File: src/rtl/disp_pkg.sv
// Shared display constants: scan FSM states, dark segment pattern, index width.
// Also used by the BCD-to-7seg decoder for its segment constants.
package disp_pkg;

  typedef enum logic [1:0] {
    ST_IDLE,
    ST_BLANK,
    ST_DRIVE
  } state_t;

  localparam logic [6:0] SEG_OFF = 7'h7F;

  function automatic int idx_w(input int n);
    return (n > 1) ? $clog2(n) : 1;
  endfunction

endpackage

File: src/rtl/disp_scan_ctrl_if.sv
// Segment/anode bus between scan controller and its driver.
// DISP_SCAN_DIM_EN adds the dim_lvl brightness input.
interface disp_scan_if
  import disp_pkg::*;
#(
  parameter int NUM_DISP = 4
);
  localparam int IDX_W = idx_w(NUM_DISP);

  logic                  en;
  logic [NUM_DISP*7-1:0] seg_in;
`ifdef DISP_SCAN_DIM_EN
  logic [3:0]            dim_lvl;
`endif
  logic [6:0]            seg_out;
  logic [NUM_DISP-1:0]   an_out;
  logic [IDX_W-1:0]      digit_idx;
  logic                  scan_tick;

`ifdef DISP_SCAN_DIM_EN
  modport master (
    output en, seg_in, dim_lvl,
    input  seg_out, an_out, digit_idx, scan_tick
  );
  modport slave (
    input  en, seg_in, dim_lvl,
    output seg_out, an_out, digit_idx, scan_tick
  );
`else
  modport master (
    output en, seg_in,
    input  seg_out, an_out, digit_idx, scan_tick
  );
  modport slave (
    input  en, seg_in,
    output seg_out, an_out, digit_idx, scan_tick
  );
`endif

endinterface

File: src/rtl/disp_slot_timer.sv
// Slot counter 0..CLK_DIV-1 with end-of-blank and end-of-slot strobes.
// Synchronous clear on rst, !en, or while the scanner idles.
module disp_slot_timer #(
  parameter int CLK_DIV   = 1000,
  parameter int BLANK_CYC = 8,
  parameter int CW        = $clog2(CLK_DIV)
) (
  input  logic          clk,
  input  logic          rst,
  input  logic          en,
  input  logic          hold,
  output logic [CW-1:0] cnt,
  output logic          blank_end,
  output logic          slot_end
);

  assign blank_end = (cnt == CW'(BLANK_CYC - 1));
  assign slot_end  = (cnt == CW'(CLK_DIV - 1));

  always_ff @(posedge clk) begin
    if (rst || !en || hold || slot_end)
      cnt <= '0;
    else
      cnt <= cnt + CW'(1);
  end

endmodule

File: src/rtl/disp_scan_ctrl.sv
// Time-multiplexed 7-seg scan scheduler with per-slot blanking.
// Optional DISP_SCAN_DIM_EN shortens the anode-on time per dim_lvl.
module disp_scan_ctrl
  import disp_pkg::*;
#(
  parameter int NUM_DISP  = 4,
  parameter int CLK_DIV   = 1000,
  parameter int BLANK_CYC = 8
) (
  input  logic       clk,
  input  logic       rst,
  disp_scan_if.slave bus
);

  localparam int IDX_W = idx_w(NUM_DISP);
  localparam int CW    = $clog2(CLK_DIV);

  state_t              state, state_n;
  logic [6:0]          seg_q, seg_n;
  logic [NUM_DISP-1:0] an_q, an_n;
  logic [IDX_W-1:0]    idx_q, idx_n;
  logic                tick_q, tick_n;
  logic [CW-1:0]       cnt;
  logic                blank_end;
  logic                slot_end;
  logic [NUM_DISP-1:0] sel;
  logic [6:0]          pat;

`ifdef DISP_SCAN_DIM_EN
  localparam int DIM_STEP = (CLK_DIV - BLANK_CYC) / 16;
  logic [CW:0] lit_q, lit_n;
`endif

  disp_slot_timer #(
    .CLK_DIV  (CLK_DIV),
    .BLANK_CYC(BLANK_CYC),
    .CW       (CW)
  ) u_timer (
    .clk      (clk),
    .rst      (rst),
    .en       (bus.en),
    .hold     (state == ST_IDLE),
    .cnt      (cnt),
    .blank_end(blank_end),
    .slot_end (slot_end)
  );

  assign sel = NUM_DISP'(1) << idx_q;
  assign pat = bus.seg_in[int'(idx_q)*7 +: 7];

  always_comb begin
    state_n = state;
    seg_n   = seg_q;
    an_n    = an_q;
    idx_n   = idx_q;
    tick_n  = 1'b0;
`ifdef DISP_SCAN_DIM_EN
    lit_n   = lit_q;
`endif
    if (!bus.en) begin
      state_n = ST_IDLE;
      seg_n   = SEG_OFF;
      an_n    = '1;
      idx_n   = '0;
    end else begin
      unique case (state)
        ST_IDLE: begin
          state_n = ST_BLANK;
          seg_n   = SEG_OFF;
          an_n    = '1;
          idx_n   = '0;
        end
        ST_BLANK: begin
          seg_n = SEG_OFF;
          an_n  = '1;
          if (blank_end) begin
            state_n = ST_DRIVE;
            seg_n   = pat;
            an_n    = ~sel;
`ifdef DISP_SCAN_DIM_EN
            lit_n = (CW+1)'((int'(bus.dim_lvl) + 1) * DIM_STEP);
            if (lit_n == '0)
              an_n = '1;
`endif
          end
        end
        ST_DRIVE: begin
          if (slot_end) begin
            state_n = ST_BLANK;
            seg_n   = SEG_OFF;
            an_n    = '1;
            tick_n  = 1'b1;
            idx_n   = (idx_q == IDX_W'(NUM_DISP - 1)) ?
                      '0 : idx_q + IDX_W'(1);
          end
`ifdef DISP_SCAN_DIM_EN
          // drive cycles elapsed after this edge reach the lit budget
          else if (int'(cnt) + 1 >= int'(lit_q) + BLANK_CYC) begin
            an_n = '1;
          end
`endif
        end
        default: begin
          state_n = ST_IDLE;
          seg_n   = SEG_OFF;
          an_n    = '1;
          idx_n   = '0;
        end
      endcase
    end
  end

  always_ff @(posedge clk) begin
    if (rst) begin
      state  <= ST_IDLE;
      seg_q  <= SEG_OFF;
      an_q   <= '1;
      idx_q  <= '0;
      tick_q <= 1'b0;
`ifdef DISP_SCAN_DIM_EN
      lit_q  <= '0;
`endif
    end else begin
      state  <= state_n;
      seg_q  <= seg_n;
      an_q   <= an_n;
      idx_q  <= idx_n;
      tick_q <= tick_n;
`ifdef DISP_SCAN_DIM_EN
      lit_q  <= lit_n;
`endif
    end
  end

  assign bus.seg_out   = seg_q;
  assign bus.an_out    = an_q;
  assign bus.digit_idx = idx_q;
  assign bus.scan_tick = tick_q;

endmodule

File: src/flat_wrapper.sv
// flat-port wrapper written by rule: the top's interface ports become plain ports
module disp_scan_ctrl_flat import disp_pkg::*;
#(
  parameter int NUM_DISP  = 4,
  parameter int CLK_DIV   = 1000,
  parameter int BLANK_CYC = 8
)
  (clk, rst, bus_en, bus_seg_in, bus_seg_out, bus_an_out, bus_digit_idx, bus_scan_tick);
  disp_scan_if #(.NUM_DISP(NUM_DISP)) bus_i ();
  input  logic clk;
  input  logic rst;
  input wire logic [$bits(bus_i.en)-1:0] bus_en;
  input wire logic [$bits(bus_i.seg_in)-1:0] bus_seg_in;
  output wire logic [$bits(bus_i.seg_out)-1:0] bus_seg_out;
  output wire logic [$bits(bus_i.an_out)-1:0] bus_an_out;
  output wire logic [$bits(bus_i.digit_idx)-1:0] bus_digit_idx;
  output wire logic [$bits(bus_i.scan_tick)-1:0] bus_scan_tick;
  assign bus_i.en = bus_en;
  assign bus_i.seg_in = bus_seg_in;
  assign bus_seg_out = bus_i.seg_out;
  assign bus_an_out = bus_i.an_out;
  assign bus_digit_idx = bus_i.digit_idx;
  assign bus_scan_tick = bus_i.scan_tick;
  disp_scan_ctrl #(.NUM_DISP(NUM_DISP), .CLK_DIV(CLK_DIV), .BLANK_CYC(BLANK_CYC)) u_core (.clk(clk), .rst(rst), .bus(bus_i));
endmodule
File: config.mk
export PLATFORM = sky130hd
export DESIGN_NAME = disp_scan_ctrl_flat
export DESIGN_NICKNAME = d
export VERILOG_FILES = /design/src/rtl/disp_pkg.sv /design/src/rtl/disp_scan_ctrl_if.sv /design/src/rtl/disp_slot_timer.sv /design/src/rtl/disp_scan_ctrl.sv /design/src/flat_wrapper.sv
export SDC_FILE = /design/constraint.sdc
export NUM_CORES = 1
export LEC_CHECK = 0
export BUFFER_PORTS_ARGS = -buffer_cell sky130_fd_sc_hd__clkbuf_2
export CORE_ASPECT_RATIO = 0.9
export CORE_MARGIN = 3
export CORE_UTILIZATION = 38
export CTS_CLUSTER_DIAMETER = 80
export DETAILED_ROUTE_END_ITERATION = 8
export PLACE_DENSITY = 0.66
export SETUP_SLACK_MARGIN = 0.02
export SYNTH_ARGS = -nofsm -noshare
export SYNTH_HDL_FRONTEND = slang
export SYNTH_SLANG_ARGS = --single-unit
File: constraint.sdc
create_clock -name clk -period 1.6 [get_ports clk]
set_input_delay 0.24 -clock clk [delete_from_list [all_inputs] [get_ports clk]]
set_output_delay 0.24 -clock clk [all_outputs]
set_load 0.05 [all_outputs]
== After elaboration in Yosys (flattened, before gate mapping) ==
Index checks and enable logic that the tools add are counted.

* Register bits after elaboration: 26
* Input port bits: 31
* Output and inout port bits: 14
* Word-level logic and storage cells: 44

* Add/subtract/negate cells: 2
* $mul: 1
* Equal/unequal tests: 7
* Shift operators: 2
* Multiplexer cells: 13
* Bitwise gates (word level): 4
* Reductions and logical operators: 9

{| class="wikitable"
|+ Operators by type and width
! operator !! count
|-
| $shiftx A28 B32 Y7 || 1
|-
| $mux W7 || 2
|-
| $pmux W7 S2 || 1
|-
| $add A10 B1 Y10 const B || 1
|-
| $eq A10 B10 Y1 const B || 1
|-
| $eq A10 B3 Y1 const B || 1
|-
| $mux W2 || 4
|-
| $mux W4 || 2
|-
| $pmux W4 S2 || 1
|-
| $pmux W2 S3 || 1
|-
| $mul A2 B3 Y5 const B || 1
|-
| $eq A2 B2 Y1 const B || 2
|-
| $not A4 Y4 || 1
|-
| $pmux W2 S2 || 1
|-
| $reduce_and A2 Y1 || 2
|-
| $shl A1 B2 Y4 const A || 1
|-
| $logic_or A1 B1 Y1 || 3
|-
| $not A1 Y1 || 3
|-
| $reduce_or A3 Y1 || 1
|-
| $add A2 B1 Y2 const B || 1
|-
| $eq A2 B1 Y1 const B || 1
|-
| $logic_not A2 Y1 || 1
|-
| $ne A2 B1 Y1 const B || 1
|-
| $ne A2 B2 Y1 const B || 1
|-
| other kinds (3) || 3
|}

== Longest topological paths before layout ==
Gate-level depths: netlist (run 1).

* Word-level depth: 4
* Gate-level depth with buffers: 6
* Gate-level depth less buffers: 5

== By module ==
Synthesis (run 1) repeated with hierarchy kept, for this count alone.

* Cells, all modules: 126
* Area total of the unflattened synthesis: 1332.5 µm²

{| class="wikitable"
|+ By module, submodules not included
! module !! times used !! cells each !! area an instance (µm²) !! sequential area each (µm²)
|-
| disp_scan_ctrl || 1 || 73 || 830.8 || 320.3
|-
| disp_slot_timer || 1 || 53 || 501.7 || 200.2
|}

== Worst setup path before layout (run 1) ==
Ideal clock, no wire load.

* Kind: reg-to-reg
* From: reg u_core.idx_q[0] (netlist: u_core.bus.digit_idx[0])
* To: reg u_core.seg_q[1] (netlist: u_core.bus.seg_out[1])
* Setup time: 0.116 ns
* Arrival: 1.659 ns
* Required time: 1.484 ns
* Setup slack: -0.175 ns
* Stages on the path, launching flop included: 5
* Buffers on the path: 1
* Period minus slack after synthesis: 1.775 ns
* Cells stage by stage: dfxtp_1 -> buf_4 -> mux4_2 -> mux2i_1 -> nand2_1

* Word-level cells in the longest chain between the ends: 4

{| class="wikitable"
|+ Ends and longest elaborated chain
! item !! line !! source
|-
| start: declaration || disp_scan_ctrl.sv:21 || <nowiki>logic [IDX_W-1:0] idx_q, idx_n;</nowiki>
|-
| start signal: assignment || disp_scan_ctrl.sv:127 || <nowiki>idx_q <= idx_n;</nowiki>
|-
| $mul A2 B3 Y5 || disp_scan_ctrl.sv:49 || <nowiki>assign pat = bus.seg_in[int'(idx_q)*7 +: 7];</nowiki>
|-
| $shiftx A28 B32 Y7 || disp_scan_ctrl.sv:49 ||
|-
| $mux W7 || disp_scan_ctrl.sv:76 || <nowiki>if (blank_end) begin</nowiki>
|-
| $pmux W7 S2 || disp_scan_ctrl.sv:66 || <nowiki>unique case (state)</nowiki>
|-
| end signal: assignment || disp_scan_ctrl.sv:125 || <nowiki>seg_q <= seg_n;</nowiki>
|-
| end: declaration || disp_scan_ctrl.sv:19 || <nowiki>logic [6:0] seg_q, seg_n;</nowiki>
|}

No other way between the ends.
A chain may end at the register's enable or synchronous reset.

== Worst setup path in the final report (run 1) ==
* From: reg u_core.u_timer.cnt[0]
* To: reg u_core.seg_q[5] (netlist: u_core.bus.seg_out[5])

* Word-level cells in the longest chain between the ends: 3
* Elaborated cells on any way between the ends: 5
* Classes of those cells: eq/ne: 3; mux: 2

{| class="wikitable"
|+ Ends and longest elaborated chain
! item !! line !! source
|-
| start: declaration || disp_slot_timer.sv:12 || <nowiki>output logic [CW-1:0] cnt,</nowiki>
|-
| start signal: assignment || disp_slot_timer.sv:24 || <nowiki>cnt <= cnt + CW'(1);</nowiki>
|-
| $eq A10 B3 Y1 || disp_slot_timer.sv:17 || <nowiki>assign blank_end = (cnt == CW'(BLANK_CYC - 1));</nowiki>
|-
| $mux W7 || disp_scan_ctrl.sv:76 ||
|-
| $pmux W7 S2 || disp_scan_ctrl.sv:66 ||
|}

Parallel ways exist; a longest one is shown, timed or not.

==> out/results.tsv, run 1 <==
stage	metric	value	unit
logic_synthesis	Post-Synthesis Cell Area	1330	µm²
power	Pleak	0.691	nW
power	Net Sw Frac	17.6	%
final_layout	Final Non-Filler Cells	227	
timing	post-route minimum period	1.59	ns
final_layout	Layout area overhead	32.4	%
final_layout	Core Util, Final	54.8	%
power	Internal	1.03	mW
logic_synthesis	Unique masters post-synth	30	
clocking	Worst-Skew Late Latency	0.27	ns
logic_synthesis	sequential fraction of the synthesis area	39.2	%
power	Power Density	711	nW/µm²
final_layout	layout cells sized above 1	42.2	%
floorplanning	Initial Util	41.4	%
outcome	status	completed	
power	Clk network pwr share	42.4	%
critical_path	critical path capture point type	flop	
route	Via Count	1092	
critical_path	RR Endpoint	u_core.bus.seg_out[5]$_SDFFE_PP1P_	
final_layout	final instance area	1760	µm²
timing	Slew @ Worst Pin	0.351	ns
timing	hold_ws	0.273	ns
route	DR WL/cell	11.9	µm
grt	Tot GR Track Use	12.8	%
logic_synthesis	Synthesis Warnings	0	
critical_path	worst path arrival time	1.75	ns
logic_synthesis	Main synth FF type	dfxtp_1	
logic_synthesis	Synth Area per Inst	10.4	µm²
grt	vias in the first global route	1049	
place	pre-CTS setup slack	-0.00445	ns
logic_synthesis	syn_nets	164	
clocking	CTS root buffer	clkbuf_8	
critical_path	Critical Path Source Type	flop	
timing	crit share post-route	99.4	%
route	routed wire length	2.71	mm
route	vias per cell	4.81	
clocking	Reg clk slew, reported paths	0.09	ns
min_path	hold-critical path endpoint	u_core.u_timer.cnt[2]$_SDFF_PP0_	
timing	setup TNS	0	ns
critical_path	Setup CP Type	flop to flop	
critical_path	reg2reg setup slack	0.01	ns
power	Tot Pwr	1.25	mW
logic_synthesis	fraction of registers with async set/reset	0	%
final_layout	fin nets	222	
critical_path	worst path buffer plus inverter count	1	
power	sw power	0.220	mW
final_layout	most frequent cells in the layout	clkbuf_2 (44), dfxtp_1 (22), nand2_1 (15)	
min_path	min-delay src	rst	
clocking	CTS Buf Count	3	
power	Comb pwr share	5.5	%
floorplanning	# IOs	45	
timing	Setup Viol. Count Final	0	
timing	Max Slew Vio Count	0	
critical_path	Slowest-stage cell, CP	dfxtp_2	
grt	first-pass GRT wire length	4.31	mm
route	DRT iter0 DRCs	32	
clocking	H-tree levels	1	
route	Routed Antenna Nets	0	
final_layout	antenna diode count	0	
timing	RSZ-0062 raised after global routing	yes	
grt	GRT overflow	0	
place	gpl congestion	0.771	
clocking	postcts setup bufs	0	
timing	Fin Clk Skew	0.00316	ns
clocking	hold_buf cts	0	
critical_path	WP data required	1.76	ns
place	number of port buffers	44	
power	Worst VDD drop	0.000573	V
timing	Hold Fails Final Rpt	0	
floorplanning	Die Area	4240	µm²
floorplanning	Core Rows	19	
timing	setup ws final	0.00967	ns
clocking	CTS tree	yes	
floorplanning	core footprint	3210	µm²
critical_path	Reg2Reg Depth	6	
power	Seq pwr share	52.1	%
critical_path	max incr delay on CP	0.35	ns
logic_synthesis	EDFF count, synth	0	
floorplanning	overall die height	62.1	µm
place	Placed Instances	223	
critical_path	Crit path max-delay family	flip-flops	
grt	initial antenna violation count	0	
route	# DRC	0	
final_layout	commonest non-fill, non-tap cell in the layout	clkbuf_2	
route	First-pass DRT Iterations	4	
min_path	worst hold stages	4	
place	DP HPWL	2.24	mm
logic_synthesis	flops & latches, synth	26	
job	number of max-cap violations	0	
final_layout	storage element area	526	µm²
clocking	number of buffers on the longest clock path	2	
critical_path	CP Cell Sequence	ha_4 > and4bb_4 > a311oi_4 > buf_12 > mux2i_1 > nand2_1	
critical_path	R2R Path Start	u_core.u_timer.cnt[0]$_SDFF_PP0_	
place	placed cell areas	1690	µm²
timing	fmax	629	MHz
logic_synthesis	Mapped Cells	128	
timing	Slew HR	76.4	%
final_layout	Filler cells	299	
floorplanning	Die W	68.3	µm
clocking	CTS Sinks	26	
critical_path	CP max FO	12	
grt	largest net degree at the start of global routing	16	
final_layout	area of the multi-input gates	734	µm²
min_path	Hold Path Class	input pin to flop	
==> cells in the mapped netlist (2+ instances only) <==
| cell | n | area share (%) |
|---|---|---|
| dfxtp_1 | 26 | 39 |
| nor2_1 | 13 | 3.7 |
| nor3_1 | 2 | 0.75 |
| mux2i_1 | 13 | 9.8 |
| xnor2_1 | 5 | 3.3 |
| nand3_1 | 5 | 1.9 |
| nand2_1 | 15 | 4.2 |
| mux4_2 | 7 | 12 |
| inv_1 | 10 | 2.8 |
| buf_4 | 2 | 1.1 |
| nor2b_1 | 2 | 0.94 |
| xor2_1 | 3 | 2.0 |
| ha_1 | 5 | 4.7 |
| nor4_1 | 2 | 0.94 |
| o21ai_0 | 3 | 1.1 |
==> kinds of logic after synthesis <==
logic type | count (synthesis) | synth area share [%]
simple gates | 46 | 17.0
fa+ha+maj | 5 | 4.71
mux | 20 | 21.7
compound gates | 8 | 5.65
buf+inv | 15 | 6.50
flops | 26 | 39.2
xor+xnor | 8 | 5.27
==> metal layers <==
metal,up-vias,routed length [µm],GRT usage (%),share of wire [%]
met5,-,0,0,0
met4,0,9,2.98,0.33
met3,2,218,3.60,8.1
met2,33,1350,23.9,50
met1,505,1130,13.5,42
li1,552,-,-,-
==> flip-flops by register name, indices dropped and copies added, names as in the netlist <==
name / cells
u_core.bus.an_out: 4
u_core.u_timer.cnt: 10
u_core.bus.digit_idx: 2
u_core.bus.seg_out: 7
u_core.state: 2
u_core.bus.scan_tick: 1
==> what timing repair did <==
action,in CTS,in global routing
pin swaps,5,1
resized for setup,0,1
setup endpoints to repair,11,12
==> worst max-delay path by stage <==
stage                                     startpoint                            endpoint  depth (start not counted)  slack [ns]
floorplan           u_core.u_timer.cnt[0]$_SDFF_PP0_   u_core.bus.an_out[0]$_SDFFE_PP1P_                          6      -0.004
global placement    u_core.u_timer.cnt[0]$_SDFF_PP0_  u_core.bus.seg_out[6]$_SDFFE_PP1P_                          6        0.03
detailed placement  u_core.u_timer.cnt[0]$_SDFF_PP0_  u_core.bus.seg_out[5]$_SDFFE_PP1P_                          6      -0.004
CTS                 u_core.u_timer.cnt[0]$_SDFF_PP0_  u_core.bus.seg_out[5]$_SDFFE_PP1P_                          6       -0.02
global route        u_core.u_timer.cnt[0]$_SDFF_PP0_   u_core.bus.an_out[0]$_SDFFE_PP1P_                          6       -0.08
finish              u_core.u_timer.cnt[0]$_SDFF_PP0_  u_core.bus.seg_out[5]$_SDFFE_PP1P_                          6        0.01
==> worst register-to-register path: cells and delay by family, from the launching register on <==
kind                       cells  cell delay, ns
buffers and inverters          1            0.19
adders and majority gates      1            0.15
DFF                            1            0.35
and+or+nand+nor                2            0.27
AOI/OAI and AO/OA              1            0.32
muxes                          1            0.21
==> power by group through the flow <==
stage / clock (mW) / sequential, mW / combinational (mW)
6_report: 0.530 / 0.651 / 0.0682
5_1_grt: 0.582 / 0.652 / 0.0756
4_1_cts: 0.559 / 0.652 / 0.0690
3_5_place_dp: 0 / 0.667 / 0.0682
3_3_place_gp: 0 / 0.667 / 0.0662
2_1_floorplan: 0 / 0.666 / 0.0269
==> area by class of cell <==
class                   instances  area share, %
clock buffers                   3           2.35
clock inverters                 1           1.71
inverters                      10           2.13
multi-input cells              87           41.7
flip-flops and latches         26           29.9
well taps                      42           2.99
repair buffers                 58           19.2
Note: power is estimated with default switching activity, not from simulation.
==> run 2: changes to the inputs <==
--- a/config.mk
+++ b/config.mk
@@ -5,14 +5,14 @@
 export SDC_FILE = /design/constraint.sdc
 export NUM_CORES = 1
 export LEC_CHECK = 0
-export BUFFER_PORTS_ARGS = -buffer_cell sky130_fd_sc_hd__clkbuf_2
 export CORE_ASPECT_RATIO = 0.9
 export CORE_MARGIN = 3
 export CORE_UTILIZATION = 38
 export CTS_CLUSTER_DIAMETER = 80
 export DETAILED_ROUTE_END_ITERATION = 8
-export PLACE_DENSITY = 0.66
+export DONT_BUFFER_PORTS = 1
 export SETUP_SLACK_MARGIN = 0.02
+export SLEW_MARGIN = 40
 export SYNTH_ARGS = -nofsm -noshare
 export SYNTH_HDL_FRONTEND = slang
 export SYNTH_SLANG_ARGS = --single-unit
==> out/results.tsv, run 2 (same netlist as run 1, synthesis figures left out) <==
stage	metric	value	unit	change
clocking	Worst-Skew Late Latency	0.27	ns	about the same
final_layout	antenna diode count	0		unchanged
final_layout	storage element area	524	µm²	-0.24%
critical_path	critical path capture point type	flop		
final_layout	commonest non-fill, non-tap cell in the layout	dfxtp_1		
power	Pleak	0.522	nW	-24%
final_layout	most frequent cells in the layout	dfxtp_1 (23), nand2_1 (15), buf_4 (14), nor2_1 (13), mux2i_1 (13)		
final_layout	Filler cells	301		+0.67%
job	number of max-cap violations	0		unchanged
clocking	number of buffers on the longest clock path	2		unchanged
critical_path	worst path arrival time	1.77	ns	+0.02 ns
route	vias per cell	4.91		+2.1%
timing	RSZ-0062 raised after global routing	yes		
grt	GR met1 Demand/Resource	18.2	%	+4.6 points
floorplanning	Die W	68.3	µm	unchanged
final_layout	Core Util, Final	48.7	%	-6.1 points
critical_path	Critical Path Source Type	flop		
grt	met2 Usage GRT	22.7	%	-1.2 points
power	Power Density	707	nW/µm²	-0.52%
clocking	CTS Buf Count	3		unchanged
final_layout	final instance area	1560	µm²	-11%
critical_path	WP data required	1.76	ns	about the same
power	sw power	0.214	mW	-2.5%
route	First-pass DRT Iterations	4		unchanged
grt	met3 usage	5.05	%	+1.4 points
clocking	CTS tree	yes		
final_layout	Most flops, register	u_core.u_timer.cnt		
timing	Slew HR	65.1	%	-11 points
clocking	postcts setup bufs	0		unchanged
timing	Setup Viol. Count Final	2		+2
power	Comb pwr share	3.2	%	-2.3 points
critical_path	Setup CP Type	flop to flop		
grt	initial antenna violation count	0		unchanged
grt	GRT overflow	0		unchanged
grt	global routing's busiest layer	met2		
clocking	Reg clk slew, reported paths	0.08	ns	about the same
outcome	failing checks	setup timing		
floorplanning	core footprint	3210	µm²	unchanged
route	Routed Antenna Nets	0		unchanged
grt	vias in the first global route	980		-6.6%
final_layout	area of the multi-input gates	749	µm²	+2.0%
clocking	H-tree levels	1		unchanged
timing	Slew @ Worst Pin	0.523	ns	+0.172 ns
place	placed cell areas	1490	µm²	-11%
place	gpl congestion	0.752		-2.5%
place	DP HPWL	2.09	mm	-6.4%
outcome	status	complete, but fails checks		
grt	Tot GR Track Use	14.0	%	+1.2 points
clocking	CTS Sinks	26		unchanged
route	routed wire length	2.72	mm	+0.48%
timing	Max Slew Vio Count	0		unchanged
power	Worst VDD drop	0.000665	V	+16%
critical_path	Reg2Reg Depth	6		unchanged
floorplanning	Core Rows	19		unchanged
timing	post-route minimum period	1.61	ns	+0.0222 ns
route	# DRC	0		unchanged
floorplanning	overall die height	62.1	µm	unchanged
min_path	worst hold stages	3		-1
final_layout	Layout area overhead	17.7	%	
route	DR WL/cell	14.6	µm	+23%
final_layout	max reg flops	10		unchanged
timing	crit share post-route	101	%	+1.4 points
final_layout	fin nets	181		-18%
power	Internal	0.891	mW	-13%
clocking	CTS root buffer	clkbuf_8		
route	DRT iter0 DRCs	17		-47%
min_path	Hold Path Class	input pin to flop		
final_layout	layout cells sized above 1	25.0	%	-17 points
timing	setup ws final	-0.0125	ns	-0.0222 ns
grt	largest net degree at the start of global routing	15		-1
timing	fmax	620	MHz	-1.4%
floorplanning	# IOs	45		unchanged
timing	Fin Clk Skew	0.00424	ns	+0.00108 ns
route	Via Count	914		-16%
power	Seq pwr share	58.9	%	+6.8 points
floorplanning	Die Area	4240	µm²	unchanged
power	Net Sw Frac	19.4	%	+1.8 points
power	Tot Pwr	1.11	mW	-12%
power	Clk network pwr share	37.9	%	-4.5 points
place	number of port buffers	0		-100%
critical_path	CP max FO	13		+1
timing	Hold Fails Final Rpt	0		unchanged
floorplanning	Initial Util	41.4	%	unchanged
grt	first-pass GRT wire length	4.60	mm	+6.7%
## run 2: layout make-up
type / count / share of cell area [%]
clock buffers: 4 / 3.52
inverters: 10 / 2.40
multi-input cells: 88 / 47.9
flip-flops and latches: 26 / 33.5
well taps: 42 / 3.36
repair buffers: 16 / 9.28
## run 2: critical path, cell delays in order, from the launching register on
cell,delay [ns]
dfxtp_2,0.34
ha_4,0.15
and4bb_4,0.21
a311oi_4,0.32
buf_12,0.20
mux2i_1,0.21
nand2_1,0.07
## run 2: repair_timing
action,CTS,global route
hold buffers,0,0
pin swaps,2,1
cloned,1,0
endpoints found under the setup margin,11,12
resized for setup,1,1
hold endpoints to repair,0,0
## run 2: power groups by stage
stage	Sequential, mW	Clock, mW	Combinational (mW)
2_1_floorplan	0.666	0	0.0269
3_3_place_gp	0.667	0	0.0337
3_5_place_dp	0.667	0	0.0348
4_1_cts	0.652	0.439	0.0356
5_1_grt	0.652	0.473	0.0386
6_report	0.651	0.419	0.0355
## run 2: worst paths after layout
path                                                       start                                end  slack [ns]
worst max-delay path            u_core.u_timer.cnt[1]$_SDFF_PP0_  u_core.bus.an_out[3]$_SDFFE_PP1P_       -0.01
worst max register to register  u_core.u_timer.cnt[1]$_SDFF_PP0_  u_core.bus.an_out[3]$_SDFFE_PP1P_       -0.01
worst min register to register  u_core.u_timer.cnt[0]$_SDFF_PP0_   u_core.u_timer.cnt[0]$_SDFF_PP0_        0.53
worst min-delay path                                         rst   u_core.u_timer.cnt[2]$_SDFF_PP0_        0.20
## run 2: metal layers
| layer | part of all wire, % | vias up |
|---|---|---|
| met3 | 6.3 | 2 |
| met1 | 46 | 416 |
| met4 | 0.40 | 0 |
| met2 | 48 | 24 |
| li1 | - | 472 |
| met5 | 0 | - |
## run 2: through the flow
stage | hold WS (ns) | setup WS (ns) | std cells | setup TNS, ns
floorplan | 0.420 | -0.00411 | 128 | -0.0411
global placement | 0.483 | 0.0158 | 181 | 0
detailed placement | 0.483 | -0.0285 | 181 | -0.251
CTS | 0.190 | -0.0243 | 186 | -0.0523
global route | 0.205 | -0.110 | 186 | -0.851
finish | 0.196 | -0.0125 | 186 | -0.0247
